`src/rtl/serial_word_framer.sv`:
```
// serial_word_framer
//
// Purpose:
//   Takes the registered single-bit stream from the upstream flop stage. It
//   hunts for the SYNC pattern and then deserialises the bits that follow
//   into WIDTH-bit words, MSB first. Each finished word goes downstream
//   through a one-entry valid/ready holding register. The block also reports
//   lock status and flags words lost to a full holding register.
//
// Parameters:
//   WIDTH  word width in bits (>= 2); also the width of the sync pattern
//   SYNC   pattern searched for while hunting
//
// Ports:
//   clk         rising-edge clock
//   rst         asynchronous, active-low reset
//   din         serial data bit
//   din_valid   din is sampled only when this is 1
//   resync      synchronous request to drop lock and return to hunting
//   dout        assembled word, stable while dout_valid is 1
//   dout_valid  holding register is full
//   dout_ready  downstream accepts when dout_valid & dout_ready
//   locked      1 while in the LOCKED state
//   overrun     one-cycle pulse: a completed word was dropped
module serial_word_framer #(
  parameter int               WIDTH = 8,
  parameter logic [WIDTH-1:0] SYNC  = 8'hA5
) (
  input  logic             clk,
  input  logic             rst,
  input  logic             din,
  input  logic             din_valid,
  input  logic             resync,
  output logic [WIDTH-1:0] dout,
  output logic             dout_valid,
  input  logic             dout_ready,
  output logic             locked,
  output logic             overrun
);

  localparam int CNT_W = (WIDTH > 2) ? $clog2(WIDTH) : 1;
  localparam logic [CNT_W-1:0] LAST_BIT = CNT_W'(WIDTH - 1);

  typedef enum logic [0:0] {
    HUNT   = 1'b0,
    LOCKED = 1'b1
  } state_e;

  state_e           state_q, state_d;
  logic [WIDTH-1:0] window_q, window_d;
  logic [WIDTH-1:0] word_q, word_d;
  logic [CNT_W-1:0] cnt_q, cnt_d;
  logic [WIDTH-1:0] dout_q, dout_d;
  logic             dout_valid_q, dout_valid_d;
  logic             overrun_q, overrun_d;

  logic [WIDTH-1:0] window_shift;
  logic [WIDTH-1:0] word_shift;
  logic             word_done;

  assign window_shift = {window_q[WIDTH-2:0], din};
  assign word_shift   = {word_q[WIDTH-2:0], din};

  // Framing FSM.
  // resync overrides everything, so a word that would complete on the same
  // cycle is dropped silently rather than counted as an overrun.
  always_comb begin
    state_d   = state_q;
    window_d  = window_q;
    word_d    = word_q;
    cnt_d     = cnt_q;
    word_done = 1'b0;

    if (resync) begin
      state_d  = HUNT;
      window_d = '0;
      cnt_d    = '0;
    end else if (din_valid) begin
      unique case (state_q)
        HUNT: begin
          window_d = window_shift;
          if (window_shift == SYNC) begin
            state_d = LOCKED;
            cnt_d   = '0;
          end
        end
        LOCKED: begin
          word_d = word_shift;
          if (cnt_q == LAST_BIT) begin
            cnt_d     = '0;
            word_done = 1'b1;
          end else begin
            cnt_d = cnt_q + CNT_W'(1);
          end
        end
        default: begin
          state_d = HUNT;
        end
      endcase
    end
  end

  // Holding register handshake.
  // A completed word is taken if the register is empty or is being drained
  // on this same cycle; otherwise the new word is lost and overrun pulses.
  always_comb begin
    dout_d       = dout_q;
    dout_valid_d = dout_valid_q;
    overrun_d    = 1'b0;

    if (word_done) begin
      if (!dout_valid_q || dout_ready) begin
        dout_d       = word_shift;
        dout_valid_d = 1'b1;
      end else begin
        overrun_d = 1'b1;
      end
    end else if (dout_valid_q && dout_ready) begin
      dout_valid_d = 1'b0;
    end
  end

  always_ff @(posedge clk or negedge rst) begin
    if (!rst) begin
      state_q      <= HUNT;
      window_q     <= '0;
      word_q       <= '0;
      cnt_q        <= '0;
      dout_q       <= '0;
      dout_valid_q <= 1'b0;
      overrun_q    <= 1'b0;
    end else begin
      state_q      <= state_d;
      window_q     <= window_d;
      word_q       <= word_d;
      cnt_q        <= cnt_d;
      dout_q       <= dout_d;
      dout_valid_q <= dout_valid_d;
      overrun_q    <= overrun_d;
    end
  end

  assign dout       = dout_q;
  assign dout_valid = dout_valid_q;
  assign locked     = (state_q == LOCKED);
  assign overrun    = overrun_q;

endmodule
```
`config.mk`:
```
export PLATFORM = sky130hd
export DESIGN_NAME = serial_word_framer
export DESIGN_NICKNAME = d
export VERILOG_FILES = /design/src/rtl/serial_word_framer.sv
export SDC_FILE = /design/constraint.sdc
export NUM_CORES = 1
export LEC_CHECK = 0
export ABC_AREA = 0
export ABC_CLOCK_PERIOD_IN_PS = 2000
export BUFFER_PORTS_ARGS = -buffer_cell sky130_fd_sc_hd__buf_2
export CAP_MARGIN = 25
export CORE_UTILIZATION = 54
export CTS_BUF_LIST = sky130_fd_sc_hd__clkbuf_16
export DETAILED_ROUTE_END_ITERATION = 16
export PLACE_DENSITY_LB_ADDON = 0.12
export SLEW_MARGIN = 20
export SYNTH_ARGS = -nofsm -noshare
export SYNTH_HDL_FRONTEND = slang
export SYNTH_SLANG_ARGS = --single-unit
```
`constraint.sdc`:
```
create_clock -name clk -period 2 [get_ports clk]
set_input_delay 0.2 -clock clk [delete_from_list [all_inputs] [get_ports clk]]
set_output_delay 0.2 -clock clk [all_outputs]
set_load 0.01 [all_outputs]
```
# ---- After elaboration in Yosys (flattened, before gate mapping)
# Index checks and enable logic that the tools add are counted.
dict set report op_classes {
  n_reduce_logical 10
  bitwise 2
  n_mux 21
  eq_ne 5
  n_addsub 1
}
# operator count
set op_table {}
lappend op_table {{7-bit two-way mux} 3}
lappend op_table {{1-bit two-way mux} 13}
lappend op_table {{3-bit two-way mux} 4}
lappend op_table {{8-bit == test (second input constant)} 1}
lappend op_table {{2-bit AND reduction} 4}
lappend op_table {{3-bit case mux with 2 select lines} 1}
lappend op_table {{2-bit nonzero test} 2}
lappend op_table {{3-bit by 1-bit adder with 3-bit output (second input constant)} 1}
lappend op_table {{3-bit == test (second input constant)} 1}
lappend op_table {{3-bit inequality test (second input constant)} 1}
lappend op_table {{3-bit AND reduction} 1}
lappend op_table {{2-bit by 1-bit inequality test with 1-bit output (second input constant)} 1}
lappend op_table {{2-bit inequality test (second input constant)} 1}
lappend op_table {{1-bit NOT} 2}
lappend op_table {{1-bit logical AND} 1}
lappend op_table {{1-bit zero test} 1}
lappend op_table {{1-bit logical OR} 1}
dict set report totals {
  reg_bits 28
  word_cells 46
  output_inout_bits 11
  input_bits 6
}

# ---- Longest topological paths before layout
# Gate-level depths: netlist of run 1.
dict set report logic_depth {
  word_depth 7
  mapped_depth 5
  depth_no_buf 5
}

# ---- Least setup slack after synthesis of run 1
# No wires, ideal clock.
dict set report synth_timing {
  path_type {register -> register}
  from {reg state_q (netlist: locked)}
  to {reg dout_q[0] (netlist: dout[0])}
  path_slack_ns 0.575
  t_arrival_ns 1.300
  synth_period_minus_slack_ns 1.425
  required_ns 1.875
  n_path_buf 2
  setup_time_ns 0.125
  stages_incl_launch_ff 6
  cell_sequence {dfrtp_1 buf_4 and3b_1 buf_6 nand3_4 mux2_2}
}
dict set report synth_via {
  elab_chain_len 4
}
# element line
set synth_lines {}
lappend synth_lines {{start: declaration} 49} ;# state_e state_q, state_d;
lappend synth_lines {{start signal: assignment} 133} ;# state_q <= state_d;
lappend synth_lines {{1-bit two-way mux} 79} ;# unique case (state_q)
lappend synth_lines {{1-bit two-way mux} 78} ;# end else if (din_valid) begin
lappend synth_lines {{1-bit two-way mux} 74} ;# if (resync) begin
lappend synth_lines {{2-bit AND reduction (no line)} n/a}
lappend synth_lines {{end signal: assignment} 137} ;# dout_q <= dout_d;
lappend synth_lines {{end: declaration} 53} ;# logic [WIDTH-1:0] dout_q, dout_d;
# No other way between the ends.
# A chain may end at the register's enable or synchronous reset.

# ---- Final worst setup path of run 1
dict set report layout_timing {
  from {reg state_q (netlist: locked)}
  to {reg dout_q[4] (netlist: dout[4])}
}
# The elaborated chain is that of the path after synthesis.

==> results of run 1 <==
==> path summary, 6_finish.rpt <==
path / from / to / slack, ps / cells past startpoint
worst max register to register: locked / dout[4] / 420 / 3
min in group asynchronous: rst / cnt_q[0] / 480 / 2
worst min register to register: dout[0] / dout[0] / 500 / 1
worst min-delay path: din / window_q[0] / 210 / 3
worst max-delay path: locked / dout[4] / 420 / 3
max in group asynchronous: rst / word_q[6] / 1110 / 2
==> per-stage QoR <==
stage | cell area, um^2 | cells | power, mW | hold WS (ps)
6_report | 1370 | 143 | 1.05 | 210
5_1_grt | 1370 | 143 | 1.09 | 236
4_1_cts | 1370 | 143 | 1.06 | 213
3_5_place_dp | 1280 | 138 | 0.614 | 247
3_3_place_gp | 1280 | 138 | 0.613 | 234
2_1_floorplan | 1200 | 99 | 0.595 | -95.6
==> area by class of cell <==
class,count,area [um^2],share of cell area
flip-flops and latches,28,701,0.511
clock inverters,1,3.75,0.00274
clock buffers,3,75.1,0.0547
repair buffers,17,90.1,0.0657
inverters,2,7.51,0.00547
well taps,27,33.8,0.0246
multi-input cells,65,460,0.336
==> registers in the layout (all words and copies together) (netlist names) <==
name and cells:
window_q 7, word_q 7, cnt_q 3, locked 1
overrun 1, dout_valid 1, dout 8
==> report_power, final <==
| group | switching (mW) | total, mW | internal, mW |
|---|---|---|---|
| Combinational | 0.0250 | 0.0344 | 0.00947 |
| Sequential | 0.00181 | 0.570 | 0.568 |
| Clock | 0.181 | 0.449 | 0.268 |
==> layout by cell type (no fill, tap or decap), types with 3 or more instances in the layout <==
cell type,n
mux2_2,15
a21oi_1,7
nor2_1,3
a31oi_1,3
dfrtp_1,28
o22ai_1,3
clkbuf_16,3
nand2_1,18
buf_2,16
nor2b_1,3
==> cells in the mapped netlist, drive strengths merged, types with 2 or more instances <==
cell type,instances
a21oi,7
a31oi,3
and2b,2
buf,3
dfrtp,28
ha,2
inv,2
mux2,15
nand2,18
nand2b,2
nand3,2
nor2,3
nor2b,3
o22ai,3
==> critical path: stages (launching register included) <==
cell     delay [ps]
dfrtp_1         500
and3b_1         470
nand3_4         190
mux2_2          310
==> layer usage <==
layer  share of wire  wire length, um
met5               0                0
met4           0.022               44
met3           0.028               56
met2            0.48              950
met1            0.47              928
==> repair_timing <==
item                      CTS  global route
buffers inserted            0             0
hold buffers                1             0
hold endpoints to repair   28             0
==> cell families after synthesis <==
| group | synth area share |
|---|---|
| DFF | 0.585 |
| buffers and inverters | 0.0313 |
| adders and majority gates | 0.0209 |
| muxes | 0.141 |
| and+or+nand+nor | 0.154 |
| AOI/OAI and AO/OA | 0.0679 |
==> results.cfg, run 1 <==
[sta]
fmax_mhz = 632
period_minus_slack_ps = 1580
fin_crit_sh = 0.791
setup_viol = 0
max-slew-margin-rel = 0.594
rsz0062_at_grt = no
tns_ps = 0
maxSlewViolCount = 0
skew_ps = 2.74
worst_pin_slew_ps = 608
setup_ws_ps = 418
report.final.hold_viol_count = 0

[power]
power_leakage_nw = 0.701
max-vdd-ir-drop_uv = 485
p_per_area_nw_per_um2 = 768

[die]
dieArea_um2 = 2410
design.core.area_um2 = 2020
die_w_um = 49.1
die_h_um = 49.1
initial_utilization = 0.593
rows = 16
io_pins = 17

[synthesis]
ys_async_sr_fraction = 1.00
yosys.area.top_type = dfrtp_1
ys_ff_latch = 28
syn_area_um2 = 1200
ys_types = 22
synth_area_leaders = dfrtp_1 (58%), mux2_2 (14%), nand2_1 (5.6%)
yosys_warnings = 0
seq_area_frac_synth = 0.585
synth_top_area_frac = 0.585
syn_area_per_cell_um2 = 12.1
synth_flop_cell = dfrtp_1
synth_edf_count = 0
syn_inst = 99
mappedNetlistNets = 107

[layout]
layout.nets = 125
fin_util = 0.678
drive_gt1_frac = 0.310
area_delta_synth_final_pct = 14.4
n_fill_cell = 158
n_antenna_cell = 0

[routing]
routedWlPerCell_um = 13.8
drt_iter0_drc = 9
drtPass1Iterations = 4
dr_total_vias = 756
via_per_inst = 5.29
final_antenna_net_count = 0
drc = 0
wl_mm = 1.98

[global_routing]
use_met1 = 0.266
grt_use_total = 0.197
grt_pass1_vias = 773
use_met3 = 0.0187
grt_max_degree = 29
antenna_found_initial = 0
gr-max-usage-layer = met2
grtUsageMet2 = 0.315
grt_overflow = 0
grt_pass1_wl_mm = 3.56

[setup_path]
crit_type = flip-flop to flip-flop
crit_fanout = 10
startpoint_type = flip-flop
cp.arrival_ps = 1730
worst_setup_path_end_kind = flip-flop
cp.required_ps = 2150

[clock_tree]
cts_tree = yes
cts_resized = 0
cts_buffer_depth = 2
cts_root_buffer = clkbuf_16
clk_latency_ps = 260
htree_levels = 1
cts.reportedPaths.clkPinSlew_ps = 70
cts_buffers = 3
clock-sinks = 28

[run_status]
status = finished, final reports clean

[hold_path]
hold_path.class = input port to flip-flop

[place]
pre_cts_ws_ps = 406
place_congestion = 0.737
dpl.hpwl_mm = 1.36
place.port_buffers = 16

[run]
cap_viol_max_count = 0
Note: power is estimated with default switching activity, not from simulation.
==> inputs of run 2 (changes only) <==
--- a/config.mk
+++ b/config.mk
@@ -6,7 +6,7 @@
 export NUM_CORES = 1
 export LEC_CHECK = 0
 export ABC_AREA = 0
-export ABC_CLOCK_PERIOD_IN_PS = 2000
+export ABC_CLOCK_PERIOD_IN_PS = 1460
 export BUFFER_PORTS_ARGS = -buffer_cell sky130_fd_sc_hd__buf_2
 export CAP_MARGIN = 25
 export CORE_UTILIZATION = 54
==> constraint.sdc (replaced) <==
create_clock -name clk -period 1.46 [get_ports clk]
set_input_delay 0.146 -clock clk [delete_from_list [all_inputs] [get_ports clk]]
set_output_delay 0.146 -clock clk [all_outputs]
set_load 0.01 [all_outputs]
==> run 2 against run 1 <==
Against the previous run: fmax is 15% higher; first-iteration DRC count unchanged; critical path depth grew 1; via count increased by 5.8%; die area is the same; critical path type unchanged; critical endpoint unchanged; largest power group is now clock.
==> results.cfg, run 2 (synthesis gave the netlist of run 1 again) <==
[run_status]
status = finished, final reports clean

[global_routing]
grt_overflow = 0
grtUsageMet2 = 0.308
grt_pass1_vias = 776
grt_max_degree = 29
antenna_found_initial = 0
gr-max-usage-layer = met2
grt_use_total = 0.192
use_met1 = 0.249
grt_pass1_wl_mm = 3.44
use_met3 = 0.0312

[layout]
stdcell_area_um2 = 1440
layout_common_cells = dfrtp_1 (28), nand2_1 (18), buf_2 (16), mux2_2 (15), a21oi_1 (7)
largest_reg_flops = 8
fin_util = 0.713
n_antenna_cell = 0
n_fill_cell = 145
layout.cells.non_filler = 147
drive_gt1_frac = 0.358
layout.nets = 129
final_common_cell = dfrtp_1
area_delta_synth_final_pct = 20.4

[routing]
final_antenna_net_count = 0
via_per_inst = 5.44
drtPass1Iterations = 4
drt_iter0_drc = 9
drc = 0
routedWlPerCell_um = 13.9
dr_total_vias = 800
wl_mm = 2.04

[sta]
report.final.hold_viol_count = 0
setup_viol = 0
max-slew-margin-rel = 0.594
tns_ps = 0
rsz0062_at_grt = no
skew_ps = 1.11
worst_pin_slew_ps = 608
period_minus_slack_ps = 1370
fmax_mhz = 729
setup_ws_ps = 87.5
maxSlewViolCount = 0
fin_crit_sh = 0.940

[clock_tree]
cts.reportedPaths.clkPinSlew_ps = 70
htree_levels = 1
cts_root_buffer = clkbuf_16
cts_tree = yes
cts_buffer_depth = 2
cts_buffers = 3
clk_latency_ps = 260
clock-sinks = 28

[die]
die_h_um = 49.1
io_pins = 17
initial_utilization = 0.593
rows = 16
design.core.area_um2 = 2020
die_w_um = 49.1
dieArea_um2 = 2410

[run]
cap_viol_max_count = 0

[setup_path]
startpoint_type = flip-flop
cp.arrival_ps = 1520
crit_fanout = 8
cp.required_ps = 1600
crit_type = flip-flop to flip-flop
worst_setup_path_end_kind = flip-flop

[power]
seqPwrFrac = 0.479
p_per_area_nw_per_um2 = 1130
combPwrFrac = 0.030
p_clk_frac = 0.491
internal_power_mw = 1.34
power_leakage_nw = 0.729
max-vdd-ir-drop_uv = 731
p_sw_frac = 0.178
p_switching_mw = 0.290

[place]
placed_cell_area_um2 = 1310
pre_cts_ws_ps = 5.89
place_congestion = 0.746
place.port_buffers = 16
dpl.hpwl_mm = 1.37
dp_cells = 142

[hold_path]
hold_path.class = input port to flip-flop
[run 2: repair_timing]
item	in CTS	in global routing
buffers inserted	0	0
pin swaps	1	0
hold endpoints to repair	28	0
setup endpoints to repair	1	8
gates resized for setup	1	2
hold buffers	1	0
[run 2: worst paths after layout]
check,startpoint,to,slack [ps],depth (start not counted)
max in group asynchronous,rst,dout[3],640,2
max reg2reg,cnt_q[1],dout[4],90,4
max,cnt_q[1],dout[4],90,4
min in group asynchronous,rst,cnt_q[2],430,2
min reg2reg,dout[0],dout[0],500,1
min,din,window_q[0],160,3
[run 2: metrics by stage]
| stage | hold slack [ps] | power, mW |
|---|---|---|
| 2_1_floorplan | -150 | 0.815 |
| 3_5_place_dp | 191 | 0.843 |
| 6_report | 159 | 1.63 |
| 4_1_cts | 154 | 1.64 |
| 3_3_place_gp | 185 | 0.842 |
| 5_1_grt | 174 | 1.67 |
[run 2: power groups by stage]
| stage | clock, mW | combinational, mW | sequential [mW] |
|---|---|---|---|
| finish | 0.800 | 0.0487 | 0.780 |
| global route | 0.838 | 0.0562 | 0.780 |
| CTS | 0.812 | 0.0498 | 0.780 |
| detailed placement | 0 | 0.0476 | 0.795 |
| global placement | 0 | 0.0471 | 0.795 |
| floorplan | 0 | 0.0204 | 0.795 |
[run 2: layout make-up]
type / count / area [um^2] / area share
clock buffers: 3 / 75.1 / 0.0520
multi-input cells: 65 / 475 / 0.330
clock inverters: 1 / 30.0 / 0.0208
repair buffers: 21 / 120 / 0.0833
well taps: 27 / 33.8 / 0.0234
flip-flops and latches: 28 / 701 / 0.486
inverters: 2 / 7.51 / 0.00520
[run 2: critical path, stage by stage (launching register included)]
cell     delay, ps
dfrtp_1        400
ha_2           190
ha_4           170
nand3_4        130
mux2_2         360
[run 2: per-layer routing]
metal / wire [um] / part of all wire
met2: 978 / 0.48
met1: 949 / 0.47
met5: 0 / 0
met4: 33 / 0.016
met3: 76 / 0.037
==> inputs of run 3 (changes only) <==
--- a/config.mk
+++ b/config.mk
@@ -6,9 +6,9 @@
 export NUM_CORES = 1
 export LEC_CHECK = 0
 export ABC_AREA = 0
-export ABC_CLOCK_PERIOD_IN_PS = 1460
+export ABC_CLOCK_PERIOD_IN_PS = 1450
 export BUFFER_PORTS_ARGS = -buffer_cell sky130_fd_sc_hd__buf_2
-export CAP_MARGIN = 25
+export CORE_MARGIN = 4
 export CORE_UTILIZATION = 54
 export CTS_BUF_LIST = sky130_fd_sc_hd__clkbuf_16
 export DETAILED_ROUTE_END_ITERATION = 16
==> constraint.sdc (replaced) <==
create_clock -name clk -period 1.45 [get_ports clk]
set_input_delay 0.145 -clock clk [delete_from_list [all_inputs] [get_ports clk]]
set_output_delay 0.145 -clock clk [all_outputs]
set_load 0.01 [all_outputs]
==> run 3 against run 2 <==
Against the previous run: via count increased by 0.88%; sequential share of layout area increased by 0.42 points; clock power decreased by 0.5%; clock skew increased by 2.7 ps; first-iteration DRC count increased by 33%; sequential power increased by 0.8%; cell count unchanged; global-route usage decreased by 1.3 points; largest cell class unchanged.
==> results.cfg, run 3 (synthesis gave the netlist of run 1 again) <==
[die]
rows = 16
design.core.area_um2 = 2040
initial_utilization = 0.587
io_pins = 17
die_h_um = 55.1
dieArea_um2 = 3040
die_w_um = 55.1

[power]
power_leakage_nw = 0.732
total_power_mw = 1.63
seqPwrFrac = 0.481
p_clk_frac = 0.488
p_per_area_nw_per_um2 = 1140
internal_power_mw = 1.35
max-vdd-ir-drop_uv = 870
p_sw_frac = 0.175
p_switching_mw = 0.285
combPwrFrac = 0.031

[global_routing]
antenna_found_initial = 0
grt_use_total = 0.179
grt_pass1_vias = 786
grt_overflow = 0
grt_pass1_wl_mm = 3.70
grt_max_degree = 29

[clock_tree]
clk_latency_ps = 260
cts_root_buffer = clkbuf_16
cts.reportedPaths.clkPinSlew_ps = 60
htree_levels = 1
cts_tree = yes
postCtsSetupBuffers = 0
cts_buffer_depth = 2
cts_buffers = 3
clock-sinks = 28

[routing]
routedWlPerCell_um = 15.5
drc = 0
drt_iter0_drc = 12
drtPass1Iterations = 4
via_per_inst = 5.49
final_antenna_net_count = 0
dr_total_vias = 807
wl_mm = 2.28

[setup_path]
cp.required_ps = 1590
crit_type = flip-flop to flip-flop
worst_setup_path_end_kind = flip-flop
crit_fanout = 8
startpoint_type = flip-flop
cp.arrival_ps = 1550

[run_status]
status = finished, final reports clean

[place]
place.port_buffers = 16
dp_cells = 142
place_congestion = 0.791
dpl.hpwl_mm = 1.47
pre_cts_ws_ps = 21.2

[hold_path]
hold_path.class = input port to flip-flop

[layout]
area_delta_synth_final_pct = 19.3
layout.cells.non_filler = 147
layout.nets = 129
drive_gt1_frac = 0.350
layout_common_cells = dfrtp_1 (28), nand2_1 (18), buf_2 (16), mux2_2 (15), a21oi_1 (7)
largest_reg_flops = 8
n_antenna_cell = 0
final_common_cell = dfrtp_1

[sta]
tns_ps = 0
holdWs_ps = 165
max-slew-margin-rel = 0.588
maxSlewViolCount = 0
worst_pin_slew_ps = 618
setup_viol = 0
rsz0062_at_grt = no
setup_ws_ps = 38.8
fin_crit_sh = 0.973
period_minus_slack_ps = 1410
fmax_mhz = 709
skew_ps = 3.77
report.final.hold_viol_count = 0

[run]
cap_viol_max_count = 0
run 3: what timing repair did:
item / 4_1_cts / 5_1_grt
hold buffers: 1 / 0
setup endpoints to repair: 0 / 7
hold endpoints to repair: 28 / 0
gates resized for setup: 0 / 1
run 3: final timing paths:
path	start	to	slack, ps	cells past startpoint
max	cnt_q[1]	dout[3]	40	4
min	din	window_q[0]	160	3
max reg2reg	cnt_q[1]	dout[3]	40	4
min reg2reg	dout[2]	dout[2]	500	1
max in group asynchronous	rst	window_q[0]	610	2
min in group asynchronous	rst	cnt_q[2]	440	2
run 3: power by group through the flow:
stage	Sequential, mW	Combinational (mW)	Clock, mW
3_3_place_gp	0.801	0.0473	0
4_1_cts	0.786	0.0513	0.810
6_report	0.786	0.0508	0.796
2_1_floorplan	0.800	0.0205	0
3_5_place_dp	0.801	0.0487	0
5_1_grt	0.786	0.0579	0.840
run 3: stage by stage:
stage                     instance area, um^2   util
after global routing                     1430  0.700
after floorplan                          1200      -
after detailed placement                 1310  0.643
after CTS                                1430  0.699
final                                    1430  0.700
after global placement                   1310  0.643
run 3: routing by layer:
metal | share of wire | global-route usage | vias to the layer above
li1 | - | - | 378
met1 | 0.43 | 0.220 | 398
met2 | 0.49 | 0.295 | 24
met3 | 0.057 | 0.0483 | 7
met4 | 0.021 | 0.0769 | 0
met5 | 0 | 0 | -
run 3: area by class of cell:
class                           count  area [um^2]
Clock buffer                        3         75.1
Clock inverter                      1         30.0
Fill cell                         166          612
Inverter                            2         7.51
Multi-Input combinational cell     65          463
Sequential cell                    28          701
Tap cell                           27         33.8
Timing Repair Buffer               21          120
run 3: critical path, cell delays in order, from the launching register on:
cell,delay [ps]
dfrtp_1,400
ha_1,190
ha_2,200
nand3_4,150
mux2_2,360
